$ cat src/rtl/addsub_chunk_seq.sv
// Streams NUM_CHUNKS chunks, LSB first, through an external ADDSUB and chains carry/borrow between them.
// Result valid NUM_CHUNKS cycles after accept; holds result until resp_ready_i; req_ready_o low while busy.
module addsub_chunk_seq #(
  parameter int DATA_WIDTH = 32,
  parameter int NUM_CHUNKS = 4
) (
  input  logic                             module_clk_i,
  input  logic                             module_rst_i,
  input  logic                             req_valid_i,
  output logic                             req_ready_o,
  input  logic [DATA_WIDTH*NUM_CHUNKS-1:0] op_a_i,
  input  logic [DATA_WIDTH*NUM_CHUNKS-1:0] op_b_i,
  input  logic                             sub_i,
  input  logic                             carry_in_i,
  output logic                             resp_valid_o,
  input  logic                             resp_ready_i,
  output logic [DATA_WIDTH*NUM_CHUNKS-1:0] result_o,
  output logic                             carry_out_o,
  output logic                             add_en_o,
  output logic [DATA_WIDTH-1:0]            add_a_o,
  output logic [DATA_WIDTH-1:0]            add_b_o,
  output logic                             add_ci_o,
  output logic                             add_sub_o,
  input  logic [DATA_WIDTH-1:0]            add_sum_i,
  input  logic                             add_co_i
);

  localparam int OP_W  = DATA_WIDTH * NUM_CHUNKS;
  localparam int CNT_W = (NUM_CHUNKS > 1) ? $clog2(NUM_CHUNKS) : 1;

  typedef enum logic [1:0] {IDLE, RUN, DONE} state_t;

  state_t           state;
  logic [OP_W-1:0]  a_q;
  logic [OP_W-1:0]  b_q;
  logic             sub_q;
  logic             carry_q;
  logic [CNT_W-1:0] cnt;
  logic             run;
  logic             last_chunk;

  assign run        = (state == RUN);
  assign last_chunk = (cnt == CNT_W'(NUM_CHUNKS - 1));

  // Operands are gated to zero outside RUN so the shared adder stays quiet.
  assign add_en_o  = run;
  assign add_a_o   = run ? a_q[int'(cnt)*DATA_WIDTH +: DATA_WIDTH] : '0;
  assign add_b_o   = run ? b_q[int'(cnt)*DATA_WIDTH +: DATA_WIDTH] : '0;
  assign add_ci_o  = run ? carry_q : 1'b0;
  assign add_sub_o = sub_q;

  always_ff @(posedge module_clk_i) begin
    if (module_rst_i) begin
      state        <= IDLE;
      req_ready_o  <= 1'b1;
      resp_valid_o <= 1'b0;
      result_o     <= '0;
      carry_out_o  <= 1'b0;
      a_q          <= '0;
      b_q          <= '0;
      sub_q        <= 1'b0;
      carry_q      <= 1'b0;
      cnt          <= '0;
    end else begin
      case (state)
        IDLE: begin
          if (req_valid_i) begin
            a_q         <= op_a_i;
            b_q         <= op_b_i;
            sub_q       <= sub_i;
            carry_q     <= carry_in_i;
            cnt         <= '0;
            req_ready_o <= 1'b0;
            state       <= RUN;
          end
        end
        RUN: begin
          result_o[int'(cnt)*DATA_WIDTH +: DATA_WIDTH] <= add_sum_i;
          carry_q <= add_co_i;
          cnt     <= cnt + 1'b1;
          if (last_chunk) begin
            carry_out_o  <= add_co_i;
            resp_valid_o <= 1'b1;
            cnt          <= '0;
            state        <= DONE;
          end
        end
        DONE: begin
          // Returning to IDLE first guarantees no accept on the handshake edge.
          if (resp_ready_i) begin
            resp_valid_o <= 1'b0;
            req_ready_o  <= 1'b1;
            state        <= IDLE;
          end
        end
        default: begin
          state <= IDLE;
        end
      endcase
    end
  end

endmodule

$ cat config.mk
export PLATFORM = sky130hd
export DESIGN_NAME = addsub_chunk_seq
export DESIGN_NICKNAME = d
export VERILOG_FILES = /design/src/rtl/addsub_chunk_seq.sv
export SDC_FILE = /design/constraint.sdc
export NUM_CORES = 1
export LEC_CHECK = 0
export ABC_AREA = 1
export CAP_MARGIN = 0
export CORE_AREA = 2 2 191 193
export CTS_BUF_LIST = sky130_fd_sc_hd__clkbuf_8
export DETAILED_ROUTE_END_ITERATION = 16
export DIE_AREA = 0 0 193 195
export HOLD_SLACK_MARGIN = 0.08
export PLACE_DENSITY = 0.85
export RECOVER_POWER = 25
export SLEW_MARGIN = 25
export SYNTH_ARGS = -nofsm -noshare
export SYNTH_HDL_FRONTEND = slang
export SYNTH_SLANG_ARGS = --single-unit
$ cat constraint.sdc
create_clock -name module_clk_i -period 2.55 [get_ports module_clk_i]
set_clock_uncertainty 0.15 [all_clocks]
set_input_delay 0.51 -clock module_clk_i [delete_from_list [all_inputs] [get_ports module_clk_i]]
set_output_delay 0.51 -clock module_clk_i [all_outputs]
set_load 0.02 [all_outputs]
==> run_results.csv, run 1 <==
group,metric,value,unit
detailed_routing,vias_per_cell,5.38,
place,dpl_cell_area,21600,µm²
logic_synthesis,synth-seq-cells,393,
power_and_ir_drop,p_per_area,617,nW/µm²
power_and_ir_drop,fin_total_pwr,15.0,mW
power_and_ir_drop,clkPwrFrac,35.5,%
place,dp_hpwl,38600,µm
critical_path,reg2reg_slack,-0.06,ns
detailed_routing,wl_per_cell,18.3,µm
layout,final_core_util,68.9,%
logic_synthesis,synth-simple-area-share,26.6,%
status,failed_checks,"setup timing",
sta,max_freq,0.367,GHz
global_routing,grt_pass1_vias,17287,
sta,worst_pin_slew,1.19,ns
layout,post_route_cells_drive_above_1_share,13.8,%
layout,finalNonFillerCells,3346,
logic_synthesis,synth_top_family_by_area,"simple AND/OR/NAND/NOR gates",
run,max-cap-violations,0,
clock_network,cts_tree,"yes",
die,start_util,46.1,%
global_routing,grt_most_used_layer,"met2",
die,ioPinCount,493,
clock_network,clk-insertion-delay-late,0.60,ns
clock_network,h-tree-depth,3,
logic_synthesis,yosysSeqAreaShare,48.3,%
logic_synthesis,syn-cell-area,16300,µm²
clock_network,clk_path_buf_depth,3,
power_and_ir_drop,p_leak,9.48,nW
detailed_routing,num_vias,17991,
global_routing,grtUsageMet2,51.2,%
place,portBuffers,492,
global_routing,grt_pass1_wl,91000,µm
sta,report.final.slew_viol_count,0,
global_routing,antenna_found_initial,11,
die,rows,69,
sta,slew_headroom,21.0,%
clock_network,numCtsBuffers,66,
logic_synthesis,synth_nets,2641,
sta,fin_crit_sh,107,%
logic_synthesis,synth.area.mux_share,0,%
layout,layout_common_cells,"787 x nor2_1, 425 x clkdlybuf4s50_1, 390 x dfxtp_1",
power_and_ir_drop,swShare,28.6,%
logic_synthesis,ys.warnings.count,0,
logic_synthesis,synth_compound_area_share,18.2,%
sta,setup_viol,66,
logic_synthesis,synth-xor-area-share,0,%
layout,area_growth,49.5,%
detailed_routing,ant_nets,0,
clock_network,clock-root-buffer,"clkbuf_8",
critical_path,end_kind,"output pin",
clock_network,cts.reportedPaths.clkPinSlew,0.06,ns
die,dieWidth,193,µm
place,gp_congestion,0.967,
die,dieArea,37600,µm²
clock_network,cts.sinks,393,
detailed_routing,wirelength,61100,µm
logic_synthesis,syn_inst,2340,
critical_path,cp.arrival,2.07,ns
layout,final_nets,3138,
critical_path,crit_type,"flip-flop to output pin",
min_path,hp-class,"primary input to flip-flop",
power_and_ir_drop,p_sw,4.30,mW
detailed_routing,route.detailed.drc,0,
global_routing,grt_usage,30.7,%
sta,rsz0062_at_grt,"true",
power_and_ir_drop,combPwrFrac,19.4,%
global_routing,use_met3,7.55,%
layout,final_common_cell,"nor2_1",
power_and_ir_drop,seqPwrFrac,45.1,%
die,die_h,195,µm
global_routing,grt_use_met1,35.2,%
sta,hold_viol,0,
critical_path,crit_fanout,6,
place,dp_cells,3161,
sta,worst_slack,-0.177,ns
power_and_ir_drop,p_int,10.7,mW
global_routing,grt-ovfl-total,0,
logic_synthesis,synth_fa_ha_area_share,0.460,%
detailed_routing,drtIter0Drc,1419,
status,status,"finished, violations left",
critical_path,start_kind,"flip-flop",
sta,whs,0.222,ns
critical_path,cp.required,1.89,ns
layout,num-fill-cells,2737,
layout,postLayoutCellArea,24400,µm²
power_and_ir_drop,ir_drop,460,µV
die,core-area,35400,µm²
logic_synthesis,yosysUniqueCellTypes,25,
global_routing,grt_max_degree,122,
sta,period_minus_slack,2.73,ns
detailed_routing,drtPass1Iterations,8,
logic_synthesis,avgSynthCellArea,6.97,µm²
[power by group through the flow]
stage,logic (mW),registers (mW),clock network (mW)
2_1_floorplan,1.31,6.85,0
3_3_place_gp,2.34,6.85,0
3_5_place_dp,2.40,6.87,0
4_1_cts,2.69,6.75,5.40
5_1_grt,3.16,6.82,5.68
6_report,2.92,6.78,5.34
[cell families (layout without fill, tap and decap cells)]
logic type	Yosys count	after routing
other	0	10
and+or+nand+nor	1133	1133
AOI/OAI and AO/OA	590	590
buffers and inverters	218	753
DFF	393	393
adders and majority gates	6	6
[worst max-delay path, cell delays in order, from the launching register on]
cell	delay, ns
dfxtp_4	0.39
buf_8	0.15
buf_12	0.13
buf_16	0.15
nor2_4	0.04
nor2_1	0.14
o21ai_1	0.11
a21oi_2	0.21
buf_6	0.15
[routing by layer]
layer  wire length [µm]  share of wire [%]
met1              22300                 37
met2              29200                 48
met4               3920                6.4
met3               5640                9.2
met5                 14              0.023
[cell type report]
type / instances / area [µm²] / area share (%)
repair inverters: 1 / 20.0 / 0.0821
well taps: 461 / 577 / 2.37
multi-input cells: 1729 / 7840 / 32.2
repair buffers: 612 / 6660 / 27.3
clock buffers: 77 / 1060 / 4.35
clock inverters: 29 / 155 / 0.637
flip-flops and latches: 393 / 7870 / 32.3
diodes: 10 / 25.0 / 0.103
inverters: 34 / 160 / 0.657
[synthesized netlist by cell type]
library cell,count,area (µm²)
nor2_1,848,3180
dfxtp_1,393,7870
o21ai_0,356,1780
nand2_1,255,957
a21oi_1,185,926
clkbuf_1,76,285
buf_2,56,280
o21ai_1,42,210
inv_1,31,116
buf_4,27,203
buf_1,10,37.5
nand3_1,9,45.0
nor3_1,9,45.0
clkbuf_2,8,40.0
buf_6,7,78.8
o21a_1,7,52.6
ha_1,6,75.1
nand3_2,5,50.1
inv_2,2,7.51
nor2_2,2,12.5
nor2_4,2,22.5
and2_1,1,6.26
inv_4,1,6.26
nand2_2,1,6.26
nand3b_1,1,7.51
[final timing paths]
path / startpoint / to / depth (start not counted)
setup reg to reg: state[0] / b_q[55] / 7
setup / recovery: cnt[0] / add_a_o[13] / 8
hold / removal: module_rst_i / b_q[102] / 4
hold reg to reg: result_o[115] / result_o[115] / 2
[per-stage QoR]
stage               setup WS, ns  setup TNS (ns)
global placement          0.0603               0
finish                    -0.177           -3.89
floorplan                  0.455               0
detailed placement       0.00866               0
global route              -0.251          -27.07
CTS                       -0.204           -5.63
[sequential cells by signal, indices dropped and copies added, names as in the netlist]
signal,count
a_q,128
b_q,128
result_o,128
cnt,2
state,2
add_sub_o,1
carry_out_o,1
carry_q,1
req_ready_o,1
resp_valid_o,1
[timing repair]
| action | CTS | global route |
|---|---|---|
| gates resized for setup | 422 | 225 |
| buffers inserted | 35 | 14 |
| setup endpoints to repair | 66 | 141 |
| hold buffers | 0 | 0 |
| pin swaps | 33 | 90 |
| gates cloned | 17 | 6 |
Power figures use the tool's default switching activity.
==> run 2: changes to the inputs <==
--- a/config.mk
+++ b/config.mk
@@ -6,7 +6,7 @@
 export NUM_CORES = 1
 export LEC_CHECK = 0
 export ABC_AREA = 1
-export CAP_MARGIN = 0
+export CAP_MARGIN = 20
 export CORE_AREA = 2 2 191 193
 export CTS_BUF_LIST = sky130_fd_sc_hd__clkbuf_8
 export DETAILED_ROUTE_END_ITERATION = 16
==> results of run 2 <==
Same layout as run 1: the final DEF is identical, and so are final timing and power.
==> run 3: changes to the inputs <==
--- a/config.mk
+++ b/config.mk
@@ -14,7 +14,7 @@
 export HOLD_SLACK_MARGIN = 0.08
 export PLACE_DENSITY = 0.85
 export RECOVER_POWER = 25
-export SLEW_MARGIN = 25
+export SLEW_MARGIN = 0
 export SYNTH_ARGS = -nofsm -noshare
 export SYNTH_HDL_FRONTEND = slang
 export SYNTH_SLANG_ARGS = --single-unit
==> results of run 3 <==
Same layout as run 1: the final DEF is identical, and so are final timing and power.
